==> src/rtl/l1_miss_ctrl.sv <==
// l1_miss_ctrl: L1 tag/valid/PLRU control with a 4-entry load miss queue feeding L2
module l1_miss_ctrl #(
  parameter int UNIT_ID   = 0,
  parameter int NUM_SETS  = 32,
  parameter int TAG_WIDTH = 21
) (
  input  logic        clk,
  input  logic        reset_n,
  input  logic [31:0] address_i,
  input  logic        access_i,
  input  logic [1:0]  strand_i,
  input  logic        synchronized_i,
  output logic        cache_hit_o,
  output logic [1:0]  hit_way_o,
  output logic [1:0]  lru_way_o,
  output logic        load_collision_o,
  output logic [3:0]  load_complete_strands_o,
  output logic [4:0]  load_complete_set_o,
  output logic [1:0]  load_complete_way_o,
  output logic        pci_valid_o,
  input  logic        pci_ack_i,
  output logic [1:0]  pci_unit_o,
  output logic [1:0]  pci_strand_o,
  output logic [2:0]  pci_op_o,
  output logic [1:0]  pci_way_o,
  output logic [25:0] pci_address_o,
  input  logic        cpi_valid_i,
  input  logic [1:0]  cpi_unit_i,
  input  logic [1:0]  cpi_strand_i
);
  localparam int SW = $clog2(NUM_SETS);

  logic [TAG_WIDTH-1:0] tag_mem_q [4][NUM_SETS];
  logic [NUM_SETS-1:0]  valid_q [4];
  logic [2:0]           lru_q [NUM_SETS];

  logic                 acc_q, sync_q, coll_q;
  logic [SW-1:0]        set_q;
  logic [TAG_WIDTH-1:0] tag_q;
  logic [1:0]           strand_q;
  logic [TAG_WIDTH-1:0] wtag_q [4];
  logic [3:0]           wval_q;

  logic [3:0]           ev_q, ei_q, es_q;
  logic [TAG_WIDTH-1:0] et_q [4];
  logic [SW-1:0]        eset_q [4];
  logic [1:0]           ew_q [4];
  logic [3:0]           em_q [4];
  logic                 lock_q;
  logic [1:0]           lidx_q, rr_q;

  logic [SW-1:0]        req_set;
  logic [TAG_WIDTH-1:0] req_tag;
  logic                 hit, cpl, coll_now, enq, match, cand_ok;
  logic [1:0]           hway, lru_way, touch_way, midx, cand, ci, sel, cs;
  logic [2:0]           lru_cur, lru_nxt;
  logic [3:0]           sbit;
  logic                 unused_addr;

  assign req_set     = address_i[6 +: SW];
  assign req_tag     = address_i[31 -: TAG_WIDTH];
  assign unused_addr = ^address_i[5:0];
  assign cs          = cpi_strand_i;
  assign sbit        = 4'b0001 << strand_q;

  // Hit detection over the latched set; lowest matching way wins
  always_comb begin
    hit  = 1'b0;
    hway = 2'd0;
    for (int i = 3; i >= 0; i--)
      if (acc_q && wval_q[i] && wtag_q[i] == tag_q) begin
        hit  = 1'b1;
        hway = 2'(i);
      end
  end

  assign lru_cur   = lru_q[set_q];
  assign lru_way   = lru_cur[0] ? {1'b1, lru_cur[2]} : {1'b0, lru_cur[1]};
  assign touch_way = hit ? hway : lru_way;
  assign lru_nxt   = {touch_way[1] ? ~touch_way[0] : lru_cur[2],
                      touch_way[1] ? lru_cur[1] : ~touch_way[0],
                      ~touch_way[1]};

  assign cpl      = cpi_valid_i && cpi_unit_i == 2'(UNIT_ID) && ev_q[cs] && ei_q[cs];
  assign coll_now = cpl && acc_q && {et_q[cs], eset_q[cs]} == {tag_q, set_q};

  assign cache_hit_o             = hit && !sync_q;
  assign hit_way_o               = hway;
  assign lru_way_o               = lru_way;
  assign load_collision_o        = coll_q || coll_now;
  assign load_complete_strands_o = cpl ? em_q[cs] : 4'd0;
  assign load_complete_set_o     = cpl ? eset_q[cs] : '0;
  assign load_complete_way_o     = cpl ? ew_q[cs] : 2'd0;

  assign enq = acc_q && (!hit || sync_q) && !load_collision_o;

  // Find an outstanding entry for the same line so the new strand can piggyback
  always_comb begin
    match = 1'b0;
    midx  = 2'd0;
    for (int i = 3; i >= 0; i--)
      if (ev_q[i] && {et_q[i], eset_q[i]} == {tag_q, set_q}) begin
        match = 1'b1;
        midx  = 2'(i);
      end
  end

  // Round-robin pick of the next un-issued entry, first hit from rr_q onward
  always_comb begin
    cand_ok = 1'b0;
    cand    = 2'd0;
    ci      = 2'd0;
    for (int i = 3; i >= 0; i--) begin
      ci = rr_q + 2'(i);
      if (ev_q[ci] && !ei_q[ci]) begin
        cand_ok = 1'b1;
        cand    = ci;
      end
    end
  end

  assign sel           = lock_q ? lidx_q : cand;
  assign pci_valid_o   = lock_q || cand_ok;
  assign pci_unit_o    = 2'(UNIT_ID);
  assign pci_strand_o  = sel;
  assign pci_op_o      = {2'b00, es_q[sel]};
  assign pci_way_o     = ew_q[sel];
  assign pci_address_o = {et_q[sel], eset_q[sel]};

  // Cycle-0 capture: request fields plus the set's tag/valid words before any fill lands
  always_ff @(posedge clk or negedge reset_n) begin
    if (!reset_n) begin
      acc_q    <= 1'b0;
      sync_q   <= 1'b0;
      coll_q   <= 1'b0;
      set_q    <= '0;
      tag_q    <= '0;
      strand_q <= 2'd0;
      wval_q   <= 4'd0;
      for (int i = 0; i < 4; i++) wtag_q[i] <= '0;
    end else begin
      acc_q    <= access_i;
      sync_q   <= synchronized_i;
      set_q    <= req_set;
      tag_q    <= req_tag;
      strand_q <= strand_i;
      coll_q   <= cpl && access_i && {et_q[cs], eset_q[cs]} == {req_tag, req_set};
      for (int i = 0; i < 4; i++) begin
        wtag_q[i] <= tag_mem_q[i][req_set];
        wval_q[i] <= valid_q[i][req_set];
      end
    end
  end

  // Valid bits set by fills, PLRU touched by every latched access
  always_ff @(posedge clk or negedge reset_n) begin
    if (!reset_n) begin
      for (int i = 0; i < 4; i++) valid_q[i] <= '0;
      for (int s = 0; s < NUM_SETS; s++) lru_q[s] <= 3'd0;
    end else begin
      if (acc_q) lru_q[set_q] <= lru_nxt;
      if (cpl) valid_q[ew_q[cs]][eset_q[cs]] <= 1'b1;
    end
  end

  // Tag storage needs no reset; valid bits gate every use
  always_ff @(posedge clk)
    if (cpl) tag_mem_q[ew_q[cs]][eset_q[cs]] <= et_q[cs];

  // Miss queue: issue handshake, completion free, then merge or allocate
  always_ff @(posedge clk or negedge reset_n) begin
    if (!reset_n) begin
      ev_q   <= 4'd0;
      ei_q   <= 4'd0;
      es_q   <= 4'd0;
      lock_q <= 1'b0;
      lidx_q <= 2'd0;
      rr_q   <= 2'd0;
      for (int i = 0; i < 4; i++) begin
        et_q[i]   <= '0;
        eset_q[i] <= '0;
        ew_q[i]   <= 2'd0;
        em_q[i]   <= 4'd0;
      end
    end else begin
      if (pci_valid_o && pci_ack_i) begin
        ei_q[sel] <= 1'b1;
        rr_q      <= sel + 2'd1;
        lock_q    <= 1'b0;
      end else if (pci_valid_o) begin
        lock_q <= 1'b1;
        lidx_q <= sel;
      end
      if (cpl) begin
        ev_q[cs] <= 1'b0;
        ei_q[cs] <= 1'b0;
      end
      if (enq && match) em_q[midx] <= em_q[midx] | sbit;
      else if (enq) begin
        ev_q[strand_q]   <= 1'b1;
        ei_q[strand_q]   <= 1'b0;
        es_q[strand_q]   <= sync_q;
        et_q[strand_q]   <= tag_q;
        eset_q[strand_q] <= set_q;
        ew_q[strand_q]   <= (sync_q && hit) ? hway : lru_way;
        em_q[strand_q]   <= sbit;
      end
    end
  end
endmodule

==> config.mk <==
export PLATFORM = sky130hd
export DESIGN_NAME = l1_miss_ctrl
export DESIGN_NICKNAME = d
export VERILOG_FILES = /design/src/rtl/l1_miss_ctrl.sv
export SDC_FILE = /design/constraint.sdc
export NUM_CORES = 2
export LEC_CHECK = 0
export BUFFER_PORTS_ARGS = -buffer_cell sky130_fd_sc_hd__buf_2
export CORE_MARGIN = 5
export CORE_UTILIZATION = 45
export DETAILED_ROUTE_END_ITERATION = 12
export SETUP_SLACK_MARGIN = 0.2
export SKIP_LAST_GASP = 1
export SYNTH_ARGS = -nofsm -noshare
export SYNTH_HDL_FRONTEND = slang
export SYNTH_SLANG_ARGS = --single-unit
==> constraint.sdc <==
create_clock -name clk -period 11.8 [get_ports clk]
set_input_delay 0.59 -clock clk [delete_from_list [all_inputs] [get_ports clk]]
set_output_delay 0.59 -clock clk [all_outputs]
set_load 0.02 [all_outputs]
# After elaboration in Yosys (flattened, before gate mapping)
# Memory sizes are Yosys's and may differ from the RTL's.
# Cells that the tools add are included.
# classes
add_sub_neg	4
multipliers	0
div	0
magnitude_cmp	26
eq_ne	10
n_shift	1
muxes	146
bitwise_logic	21
n_reduce_logical	53
# ops
operator	n
$mux W672	1
$bmux W21 S5	4
$mux W21	14
$eq A26 B26 Y1	6
$or A128 B128 Y128	1
$demux W21 S5	1
$bwmux W96	1
$bmux W21 S2	2
$bwmux W84	1
$eq A21 B21 Y1	4
$demux W32 S2	1
$mux W4	14
$mux W2	22
$demux W21 S2	1
$logic_and A1 B1 Y1	38
$mux W1	36
$bwmux W16	2
$mux W16	2
$mux W32	1
$mux W5	6
$bmux W1 S2	11
$lt A2 B3 Y1 const B	7
$bmux W1 S5	4
$bmux W5 S2	2
34 further kinds	79
# word_totals
register_bits	488
latch_bits	0
mem_bits_rw	2688
romBits	0
out_inout_bits	53
mem_count	1
# mem_list
memory	words	width	rd	rd_ports_with_merged_regs	wr	line	source
tag_mem_q	4	672	4	0	1	33	logic [TAG_WIDTH-1:0] tag_mem_q [4][NUM_SETS];

# Longest topological paths before layout
# depth
word_depth	21
ltp_mapped	13

# Worst setup path before layout
# OpenSTA, ideal clock, no wires.
# synth_timing
kind	input -> register
startpoint	in cpi_strand_i[0]
endpoint	reg et_q[13] (netlist name)
setup_ns	0.125
arrival_time_ns	6.691
required_ns	11.675
path_slack_ns	4.984
stages	11
n_path_buf	4
path_cell_list	buf_6 inv_1 buf_2 mux2i_1 o221ai_1 a211o_1 or2_4 and4_1 buf_6 buf_6 mux2_4
# synth_between
elab_chain_len	12
word_cells_on_any_way	22
cone_classes	eq/ne: 1; mux: 10; bitwise: 2; reduce/logical: 9
# synth_rtl
element	line	source
start: declaration	29	input logic [1:0] cpi_strand_i
$not A2 Y3 (not written as such) or $bmux W1 S2 (tied branches)	85, 84	
$bmux W5 S2 (tied with other cells)	85	assign coll_now = cpl && acc_q && {et_q[cs], eset_q[cs]} == {tag_q, set_q};
$mux W5 (not written as such) (tied with other cells) (2 in series)	85	
$eq A26 B26 Y1 or $logic_and A1 B1 Y1 (tied branches)	85	
$logic_and A1 B1 Y1 *	85	
$logic_or A1 B1 Y1 *	90	assign load_collision_o = coll_q || coll_now;
$logic_not A1 Y1 *	95	assign enq = acc_q && (!hit || sync_q) && !load_collision_o;
$logic_and A1 B1 Y1 *	95	
$logic_and A1 B1 Y1	198	if (enq && match) em_q[midx] <= em_q[midx] | sbit;
$not A1 Y1 (no source line)	-	
$reduce_and A2 Y1 (no source line) *	-	
end signal: indexed assignment	203	et_q[strand_q] <= tag_q;
end: declaration	45	logic [TAG_WIDTH-1:0] et_q [4];
# Every way passes the cells marked *; elsewhere a longest branch is shown, timed or not. The select of a mux whose other input is x is not followed.
# A chain may end at the register's enable or synchronous reset.

# Final worst setup path
# layout_timing
startpoint	in cpi_strand_i[1]
endpoint	out load_collision_o
# layout_between
elab_chain_len	7
word_cells_on_any_way	17
cone_classes	eq/ne: 1; mux: 10; bitwise: 1; reduce/logical: 5
# layout_rtl
element	line	source
$not A2 Y3 (not written as such) or $bmux W1 S2 (tied branches)	85, 84	
$bmux W5 S2 (tied with other cells)	85	
$mux W5 (not written as such) (tied with other cells) (2 in series)	85	
$eq A26 B26 Y1 or $logic_and A1 B1 Y1 (tied branches)	85	
$logic_and A1 B1 Y1 *	85	
$logic_or A1 B1 Y1 *	90	
end: declaration	16	output logic load_collision_o,
# Marks and branches as above.

==> results.yml <==
synthesis:
  yosys_register_bits: 3176
  yosysTopAreaCell: "sky130_fd_sc_hd__edfxtp_1"
  synth.mux.area_fraction_pct: 19.44
  simple_gate_portion_of_the_synthesized_area_pct: 2.910
  complex_gate_fraction_of_the_synthesized_area_pct: 0.8155
  synth-warning-count: 0
  share_of_synthesized_area_occupied_by_flip_flops_and_latches_pct: 74.05
  largest_family_of_logic_cells_by_synthesized_area: "multiplexers"
  synthCells: 5894
  ys_async_sr_fraction_pct: 15.37
  synthesis.area_um2: 125500
  yosys.cell_count.top_type: "sky130_fd_sc_hd__edfxtp_1"
  synth_cell_type_count: 69
  xor_xnor_share_of_the_synthesized_area_pct: 1.625
  syn-mean-instance-area_um2: 21.29
  synth_top_flop_cell: "sky130_fd_sc_hd__edfxtp_1"
  netlist_top_cells_count: "sky130_fd_sc_hd__edfxtp_1 (2,688), sky130_fd_sc_hd__mux4_2 (924), sky130_fd_sc_hd__dfrtp_1 (488), sky130_fd_sc_hd__mux2_2 (245), sky130_fd_sc_hd__clkbuf_1 (218)"
  synth_top_cell_area_share_pct: 64.32
  synth_fa_ha_area_share_pct: 0
  post_synth_main_area_contributors: "sky130_fd_sc_hd__edfxtp_1 (64%), sky130_fd_sc_hd__mux4_2 (17%), sky130_fd_sc_hd__dfrtp_1 (9.7%), sky130_fd_sc_hd__mux2_2 (2.2%), sky130_fd_sc_hd__xnor2_1 (0.88%)"
  synth_edf_count: 2688
grt:
  vias_in_the_first_global_route: 62770
  pin_count_of_the_biggest_net_entering_global_routing: 156
  wire_length_of_the_first_global_routing_pass_um: 470300
  grt_antenna_before_repair: 16
  global_route.usage.total_pct: 22.79
  overflow: 0
worst_setup_path:
  cp_num_buf_inv: 3
  crit_path_start_kind: "input port"
  crit_arrival_ns: 4.56
  worstSetupEndpointType: "output port"
  critical-path-max-stage-delay_ns: 0.89
  worst-path-max-fanout: 68
  r2r_slack_ns: 6.88
  cp_data_required_time_ns: 11.21
  critical_path_class: "input port to output port"
  crit_slowest_cell: "sky130_fd_sc_hd__mux4_4"
  critical_path.most_common_cell: "sky130_fd_sc_hd__buf_2"
  timing.critical_path.cells: "buf_2 > buf_4 > mux4_4 > xnor2_1 > nand4_1 > or3_1 > a2111o_1 > nand2b_1 > buf_2"
  crit_family: "buffers and inverters"
clock_tree:
  clk_latency_ns: 0.87
  cts_sinks: 3176
  tritoncts.num_buffers: 337
  cts.htree.levels: 5
  cts.clk_slew.worst_paths_ns: 0.06
  cts_tree: "built"
  ctsLongestPathBuffers: 4
  cts_setup_buffers: 0
  cts-root-buf: "sky130_fd_sc_hd__clkbuf_16"
power:
  clockPowerShare_pct: 38.3
  internal_power_uw: 19990
  power.combinational.fraction_pct: 12.0
  power_switching_share_pct: 25.24
  switching_power_uw: 6750
  power.density_cell_area_nw_per_um2: 187.7
  sequentialPowerShare_pct: 49.8
  static_leakage_uw: 0.04737
  ir_worst_vdd_mv: 0.1412
timing:
  grt_setup_unrepaired: "false"
  timing.slew.headroom_pct: 12.54
  final_hold_viol_count: 0
  setup_viol: 0
  tightestPinTransition_ns: 1.312
  post-route-period-util_pct: 43.61
  fin_ws_ns: 6.654
  maxSlewViolCount: 0
  maxClockFrequency_mhz: 194.3
  setup-tns-final_ns: 0
  hold-worst-slack_ns: 0.1906
  final_period_minus_worst_setup_slack_ns: 5.146
  fin_worst_skew_ns: 0.05574
hold_path:
  hold_class: "input port to flip-flop"
place:
  io_buffer_count: 86
  place_ws_ns: 6.041
  gp_congestion: 0.8676
  placement.cell_area_um2: 131600
  detailed_place_hpwl_um: 176900
routing:
  wire_per_inst_um: 32.44
  detail_route.iter0.violations: 6983
  route.antenna.remaining_nets: 0
  drt-vias-per-instance: 6.084
  drc_errors: 0
  drt_pre_antenna_iters: 6
  finalWirelength_um: 331100
  routed-via-count: 62090
die:
  core_um2: 277000
  ios: 97
  die_w_um: 538.1
  design.die.area_um2: 289600
  num_rows: 193
  starting_density_pct: 45.31
  dieHeight_um: 538.1
flow_run:
  cap_violations: 0
cells_and_area:
  post-route-util_pct: 51.44
  nets: 6266
  synthToLayoutAreaGrowth_pct: 13.52
  drive_gt1_share_pct: 34.71
  final_cell_area_um2: 142500
  filler_cell_count: 21690
run_status:
  status: "completed"
[what timing repair did]
| item | 4_1_cts | 5_1_grt |
|---|---|---|
| gates resized for setup | 0 | 0 |
| hold endpoints to repair | 103 | 0 |
| hold buffers | 27 | 0 |
[path summary, 6_finish.rpt]
check                      cells past startpoint       startpoint          endpoint
max                                            9  cpi_strand_i[1]  load_collision_o
min                                            4      cpi_valid_i           ev_q[0]
max reg2reg                                    9         tag_q[2]          et_q[82]
min reg2reg                                    1     valid_q[110]      valid_q[110]
max in group asynchronous                      4          reset_n       valid_q[24]
min in group asynchronous                      2          reset_n       strand_q[1]
[cell families after synthesis]
group	Yosys count
AOI/OAI and AO/OA	158
xor gates and xnor gates	232
buffers and inverters	352
DFF	3176
muxes	1234
other	1
and+or+nand+nor	741
[state kept, by name, summed over array words and instances, names as in the netlist, 4 cells and up]
name	count
valid_q	128
lru_q	96
set_q	5
eset_q	20
ew_q	8
tag_q	21
es_q	4
ei_q	4
wval_q	4
ev_q	4
em_q	16
wtag_q	84
tag_mem_q	2688
et_q	84
[cell usage in the layout (no fill, tap or decap), types with 18 or more instances in the layout]
master	instances
sky130_fd_sc_hd__nor2_4	27
sky130_fd_sc_hd__or2_2	135
sky130_fd_sc_hd__nand2_1	202
sky130_fd_sc_hd__mux2_4	27
sky130_fd_sc_hd__mux4_2	913
sky130_fd_sc_hd__mux2_2	245
sky130_fd_sc_hd__clkbuf_8	22
sky130_fd_sc_hd__buf_2	80
sky130_fd_sc_hd__nor2b_1	19
sky130_fd_sc_hd__clkbuf_16	344
sky130_fd_sc_hd__dfrtp_1	486
sky130_fd_sc_hd__buf_4	196
sky130_fd_sc_hd__clkbuf_1	77
sky130_fd_sc_hd__dlygate4sd3_1	27
sky130_fd_sc_hd__a21oi_1	33
sky130_fd_sc_hd__nor4_1	32
sky130_fd_sc_hd__and3_1	37
sky130_fd_sc_hd__nand4_1	44
sky130_fd_sc_hd__edfxtp_1	2688
sky130_fd_sc_hd__nor2_2	102
sky130_fd_sc_hd__nor3_1	18
sky130_fd_sc_hd__mux2i_1	26
sky130_fd_sc_hd__nor2_1	64
sky130_fd_sc_hd__o21ai_0	32
sky130_fd_sc_hd__xor2_1	105
sky130_fd_sc_hd__clkinv_2	60
sky130_fd_sc_hd__inv_1	18
sky130_fd_sc_hd__clkinv_1	62
sky130_fd_sc_hd__a31oi_1	29
sky130_fd_sc_hd__bufinv_16	19
sky130_fd_sc_hd__xnor2_1	126
[power by group through the flow]
stage	Sequential [µW]	Combinational (µW)	Clock (µW)
2_1_floorplan	13500	1890	0
3_3_place_gp	13500	3110	0
3_5_place_dp	13500	3190	0
4_1_cts	13300	3210	10400
5_1_grt	13300	3400	10900
6_report	13300	3200	10200
[layout make-up]
class	count	area, µm²	share of cell area (%)
antenna	8	20.02	0.01405
inverter	20	75.07	0.05269
timing repair buffer	318	2407	1.690
clock buffer	442	9186	6.448
multi-input combinational	2369	31780	22.31
clock inverter	168	1436	1.008
tap	3705	4636	3.254
sequential	3176	92930	65.23
[worst reg2reg max path, delay by kind of cell, from the launching register on]
family / cells / cell delay, ns
AOI/OAI and AO/OA: 1 / 1.00
xor gates and xnor gates: 1 / 0.12
buffers and inverters: 2 / 0.87
DFF: 1 / 0.71
muxes: 1 / 0.40
and+or+nand+nor: 4 / 1.70
[through the flow]
stage	std cells	power [µW]
6_report	10210	26740
5_1_grt	10200	27630
4_1_cts	10200	26930
3_5_place_dp	9561	16720
3_3_place_gp	9561	16620
2_1_floorplan	5897	15410
[per-layer routing]
layer	up-vias	GRT usage (%)	share of wire, %
met3	544	4.660	8.6
met5	-	0	0
met2	2726	35.64	47
li1	24790	-	-
met1	34030	32.94	41
met4	0	6.415	3.0
Power figures use the tool's default switching activity.
